**src/rtl/systolic_input_feeder.sv**
```systemverilog
// Upstream feeder for an NxN systolic array: latches one operand-matrix pair,
// streams A rows and B columns with a per-lane diagonal skew, then waits for the array's result.
module systolic_input_feeder #(
    parameter int N  = 3,
    parameter int DW = 8
) (
    input  logic              clk,
    input  logic              rst,
    input  logic              in_valid,
    output logic              in_ready,
    input  logic [N*N*DW-1:0] in_a,
    input  logic [N*N*DW-1:0] in_b,
    output logic [N*DW-1:0]   a_out,
    output logic [N*DW-1:0]   b_out,
    output logic              acc_clr,
    input  logic              array_valid,
    output logic              busy,
    output logic              done
);

    localparam int TW = (2*N-1 > 1) ? $clog2(2*N-1) : 1;
    localparam logic [TW-1:0] T_LAST = TW'(2*N-2);

    typedef enum logic [1:0] {
        IDLE,
        PREP,
        STREAM,
        DRAIN
    } state_t;

    state_t            state;
    logic [TW-1:0]     t;
    logic [N*N*DW-1:0] a_mem;
    logic [N*N*DW-1:0] b_mem;
    logic [N*DW-1:0]   a_beat;
    logic [N*DW-1:0]   b_beat;

    // Lane i sees the element whose index along the stream direction is t-i; lanes outside that window stay 0.
    always_comb begin
        a_beat = '0;
        b_beat = '0;
        for (int i = 0; i < N; i++) begin
            if (int'(t) >= i && int'(t) - i < N) begin
                a_beat[i*DW +: DW] = a_mem[(i*N + int'(t) - i)*DW +: DW];
                b_beat[i*DW +: DW] = b_mem[((int'(t) - i)*N + i)*DW +: DW];
            end
        end
    end

    always_ff @(posedge clk or negedge rst) begin
        if (!rst) begin
            state    <= IDLE;
            t        <= '0;
            a_mem    <= '0;
            b_mem    <= '0;
            in_ready <= 1'b1;
            busy     <= 1'b0;
            done     <= 1'b0;
            acc_clr  <= 1'b0;
            a_out    <= '0;
            b_out    <= '0;
        end else begin
            done    <= 1'b0;
            acc_clr <= 1'b0;
            a_out   <= '0;
            b_out   <= '0;
            case (state)
                IDLE: begin
                    if (in_valid && in_ready) begin
                        a_mem    <= in_a;
                        b_mem    <= in_b;
                        in_ready <= 1'b0;
                        busy     <= 1'b1;
                        state    <= PREP;
                    end
                end
                PREP: begin
                    acc_clr <= 1'b1;
                    t       <= '0;
                    state   <= STREAM;
                end
                STREAM: begin
                    a_out <= a_beat;
                    b_out <= b_beat;
                    // Counter parks at its last value; PREP rewinds it for the next product.
                    if (t == T_LAST) begin
                        state <= DRAIN;
                    end else begin
                        t <= t + TW'(1);
                    end
                end
                DRAIN: begin
                    if (array_valid) begin
                        done     <= 1'b1;
                        in_ready <= 1'b1;
                        busy     <= 1'b0;
                        state    <= IDLE;
                    end
                end
                default: begin
                    state <= IDLE;
                end
            endcase
        end
    end

endmodule

```
**config.mk**
```make
export PLATFORM = sky130hd
export DESIGN_NAME = systolic_input_feeder
export DESIGN_NICKNAME = d
export VERILOG_FILES = /design/src/rtl/systolic_input_feeder.sv
export SDC_FILE = /design/constraint.sdc
export NUM_CORES = 1
export LEC_CHECK = 0
export BUFFER_PORTS_ARGS = -buffer_cell sky130_fd_sc_hd__buf_2
export CORE_MARGIN = 2
export CORE_UTILIZATION = 50
export CTS_BUF_LIST = sky130_fd_sc_hd__clkbuf_8 sky130_fd_sc_hd__clkbuf_16
export CTS_CLUSTER_SIZE = 8
export DETAILED_ROUTE_END_ITERATION = 16
export GPL_ROUTABILITY_DRIVEN = 0
export PLACE_DENSITY = 0.73
export REMOVE_ABC_BUFFERS = 1
export SLEW_MARGIN = 20
export SYNTH_ARGS = -nofsm -noshare
export SYNTH_HDL_FRONTEND = slang
export SYNTH_SLANG_ARGS = --single-unit
```
**constraint.sdc**
```tcl
create_clock -name clk -period 4.12 [get_ports clk]
set_input_delay 0.412 -clock clk [delete_from_list [all_inputs] [get_ports clk]]
set_output_delay 0.412 -clock clk [all_outputs]
set_load 0.02 [all_outputs]
```
==> summary.md <==
| Metric | Value |
|---|---|
| Antenna viol nets, final | `0` |
| Drt drc | `0` |
| Clock share of power | `0.496` |
| Actual slew at the worst max-slew pin | `0.867 ns` |
| Layout cell share with drive strength beyond 1 | `0.468` |
| Post-synth EDFFs | `0` |
| Max clock buf depth | `3` |
| Routed wl met2 | `12200 microns` |
| Vias/cell | `5.70` |
| Wire length on met3 | `1160 microns` |
| Netlist cell types | `51` |
| Critical Path Start Type | `flip-flop` |
| Critical Path RT | `4.54 ns` |
| Slowest Stage Delay on Critical Path | `0.53 ns` |
| Root buffer cell | `clkbuf_16` |
| Mapped Avg Cell Area | `13.6 sq um` |
| Slew margin rel. | `0.418` |
| Filler cell count | `1645` |
| Vias in the first global route | `7365` |
| Syn Inst Count | `751` |
| Via count | `7018` |
| Initial antenna violation count | `0` |
| Pin count of the biggest net entering global routing | `88` |
| Global-route wire length before repair | `39800 microns` |
| Period utilization | `0.809` |
| Switching share of total power | `0.213` |
| Maxcap violations | `0` |
| Total wire length | `24800 microns` |
| Worst-Skew Late Latency | `0.52 ns` |
| DP Worst Slack | `0.752 ns` |
| Fin. max-slew vios | `0` |
| Die outline height | `147 microns` |
| Outcome | `finished, final reports clean` |
| Ys flop type | `dfrtp_1` |
| Critical Path Sink Type | `flip-flop` |
| Drt pass-1 iters | `5` |
| Fmax | `0.300 GHz` |
| Sequential share of the synthesized area | `0.491` |
| Width of the chip | `147 microns` |
| Grt total ovfl | `0` |
| Die Area | `21700 sq um` |
| Reg2Reg Depth | `10` |
| Rows | `52` |
| CP Cell Sequence | `inv_1 > ha_1 > ha_1 > inv_1 > ha_1 > ha_1 > a21o_1 > a2111oi_1 > a211oi_2 > a311oi_1` |
| Worst vdd ir | `318 uV` |
| Htree depth | `1` |
| Worst setup margin | `0.788 ns` |
| Min-Delay Path Depth | `2` |
| Switching Power | `883 uW` |
| Detailed placement HPWL | `16700 microns` |
| Met1 wire length | `10700 microns` |
| CP Class | `reg -> reg` |
| Total GRT Usage | `0.232` |
| DR top layer | `met4` |
| Worst-path clk slew | `0.05 ns` |
| Sequential fraction of design power | `0.476` |
| Worst Path Arrival | `3.75 ns` |
| Final Hold Vio Count | `0` |
| Diodes inserted | `0` |
| Drt initial violations | `386` |
| Buf+Inv Stages, Crit Path | `2` |
| FF-to-FF setup slack | `0.79 ns` |
| Int Pwr | `3270 uW` |
| Final core utilization | `0.608` |
| Nets | `1117` |
| Ys Warns | `0` |
| Synthesized cell area | `10300 sq um` |
| Family with the most delay on the worst path | `adder cells` |
| Hold_sp | `in_a[57]` |
| Comb power frac | `0.028` |
| CORE AREA | `20200 sq um` |
| Initial Util | `0.508` |
| Area grow syn2layout | `19.7%` |
| I/O Pins | `200` |
| CTS Sinks | `201` |
| Crit-path most repeated cell | `ha_1` |
| Async SR Flop Fraction | `1.00` |
| RSZ-0062 raised after global routing | `false` |
| Hold/Removal Path Class | `in -> reg` |
| Post-DR wirelength/cell | `20.1 microns` |
| CP max stage cell | `a2111oi_1` |
| PwrDens | `338 nW/um^2` |
| TritonCTS clock tree | `yes` |
| Port buffer count | `199` |
| R2R Path End | `b_out[11]$_DFF_PN0_` |
| Hold EP | `a_mem[57]$_DFFE_PN0P_` |
| Fin crit period | `3.33 ns` |
| Worst r2r src | `t[0]$_DFFE_PN0P_` |
| CTS Buf Count | `29` |
| Worst Skew | `0.00885 ns` |
| Synth Register Bits | `201` |
| Fin Hold WS | `0.116 ns` |
| Setup-violating endpoint count in the final report | `0` |
| CP Max Fanout | `8` |
| Leakage | `0.00595 uW` |
==> synthesized netlist by cell type (2+ instances only) <==
master | count | area share
xnor2_1 | 2 | 0.0017
buf_4 | 10 | 0.0073
ha_1 | 20 | 0.024
nand2b_1 | 2 | 0.0012
buf_2 | 20 | 0.0098
a22oi_1 | 5 | 0.0037
and3_1 | 2 | 0.0012
mux2i_1 | 54 | 0.053
o2bb2ai_1 | 8 | 0.0068
a211oi_1 | 27 | 0.020
mux4_2 | 35 | 0.077
mux2_2 | 158 | 0.17
nand2_1 | 12 | 0.0044
nand3_1 | 21 | 0.010
o211ai_1 | 9 | 0.0066
buf_6 | 2 | 0.0022
o21ai_1 | 5 | 0.0024
nand3b_1 | 2 | 0.0015
nor2_1 | 42 | 0.015
a21o_1 | 3 | 0.0022
clkbuf_1 | 13 | 0.0048
o21ai_0 | 18 | 0.0088
dfrtp_1 | 200 | 0.49
a211oi_2 | 2 | 0.0024
nor2b_1 | 14 | 0.0085
a311oi_1 | 8 | 0.0068
a22o_1 | 2 | 0.0017
o22a_1 | 5 | 0.0043
inv_1 | 10 | 0.0037
a21oi_1 | 12 | 0.0059
mux4_1 | 8 | 0.021
==> layout make-up <==
cell class,count,area [sq um],share of cell area
clock inverter,14,57.6,0.00469
tap,270,338,0.0275
timing repair buffer,214,1140,0.0933
clock buffer,29,726,0.0592
sequential,201,5040,0.411
inverter,12,45.0,0.00367
multi-input combinational,491,4920,0.401
==> logic make-up after synthesis <==
logic type                 share of synthesized area
AOI/OAI and AO/OA                             0.0784
xor gates and xnor gates                     0.00525
adders and majority gates                     0.0244
buffers and inverters                         0.0309
DFF                                            0.491
muxes                                          0.324
and+or+nand+nor                               0.0466
==> what timing repair did <==
action,4_1_cts,5_1_grt
resized for setup,0,0
buffers inserted,0,0
hold buffers,1,0
endpoints found under the hold margin,73,0
==> state kept, by name, summed over array words and instances (netlist names) <==
signal / flops
b_mem: 72
a_out: 24
busy: 1
state: 2
t: 3
acc_clr: 1
a_mem: 72
done: 1
b_out: 24
in_ready: 1
==> how the worst max path moves through the flow <==
stage	to	from	cells after the start	slack, ns
2_1_floorplan	b_out[10]$_DFF_PN0_	t[0]$_DFFE_PN0P_	9	-2.11
3_3_place_gp	b_out[14]$_DFF_PN0_	t[0]$_DFFE_PN0P_	8	0.89
3_5_place_dp	b_out[9]$_DFF_PN0_	t[0]$_DFFE_PN0P_	8	0.75
4_1_cts	b_out[9]$_DFF_PN0_	t[0]$_DFFE_PN0P_	8	0.72
5_1_grt	b_out[14]$_DFF_PN0_	t[0]$_DFFE_PN0P_	10	0.55
6_report	b_out[11]$_DFF_PN0_	t[0]$_DFFE_PN0P_	10	0.79
==> power groups by stage <==
stage | sequential [uW] | clock, uW | combinational [uW]
floorplan | 2010 | 0 | 1.69
global placement | 2010 | 0 | 121
detailed placement | 2010 | 0 | 120
CTS | 1980 | 2100 | 121
global route | 1980 | 2180 | 131
finish | 1980 | 2060 | 116
==> metrics by stage <==
stage | setup TNS, ns | total power (uW) | instance area (sq um) | std cells
3_5_place_dp | 0 | 2130 | 11500 | 1187
3_3_place_gp | 0 | 2130 | 11500 | 1187
5_1_grt | 0 | 4290 | 12300 | 1231
4_1_cts | 0 | 4200 | 12300 | 1231
2_1_floorplan | -217.32 | 2010 | 9980 | 704
6_report | 0 | 4150 | 12300 | 1231
==> layout by cell type, fill, tap and decap left out, types with 2 or more instances in the layout <==
master / netlist / layout
a22o_1: 2 / 2
nand2_1: 12 / 12
clkbuf_16: 0 / 29
a21o_1: 3 / 3
o2bb2ai_1: 8 / 8
nand2b_1: 2 / 2
mux2i_1: 54 / 54
o21ai_1: 5 / 5
a311oi_1: 8 / 8
nor2_1: 42 / 42
a22oi_1: 5 / 5
and3_1: 2 / 2
buf_12: 1 / 2
inv_1: 10 / 23
nor2b_1: 14 / 13
a211oi_2: 2 / 2
nand3b_1: 2 / 2
o21ai_0: 18 / 18
a21oi_1: 12 / 12
mux4_2: 35 / 35
xnor2_1: 2 / 2
mux2_2: 158 / 158
o22a_1: 5 / 5
dfrtp_1: 200 / 198
a211oi_1: 27 / 27
ha_1: 20 / 19
nand3_1: 21 / 20
o211ai_1: 9 / 9
buf_4: 10 / 12
mux4_1: 8 / 8
buf_2: 20 / 198
==> routing by layer <==
layer,track usage,up-vias
met2,0.389,210
met3,0.0335,49
met4,0.0668,0
li1,-,3222
met1,0.319,3537
met5,0,-
==> worst register-to-register path: stages, from the launching register on <==
cell and delay, ns:
dfrtp_4 0.47, inv_1 0.08, ha_1 0.39, ha_1 0.35, inv_1 0.13, ha_1 0.25, ha_1 0.31, a21o_1 0.20
a2111oi_1 0.53, a211oi_2 0.21, a311oi_1 0.30
No activity file was read; power rests on OpenSTA's default activity.
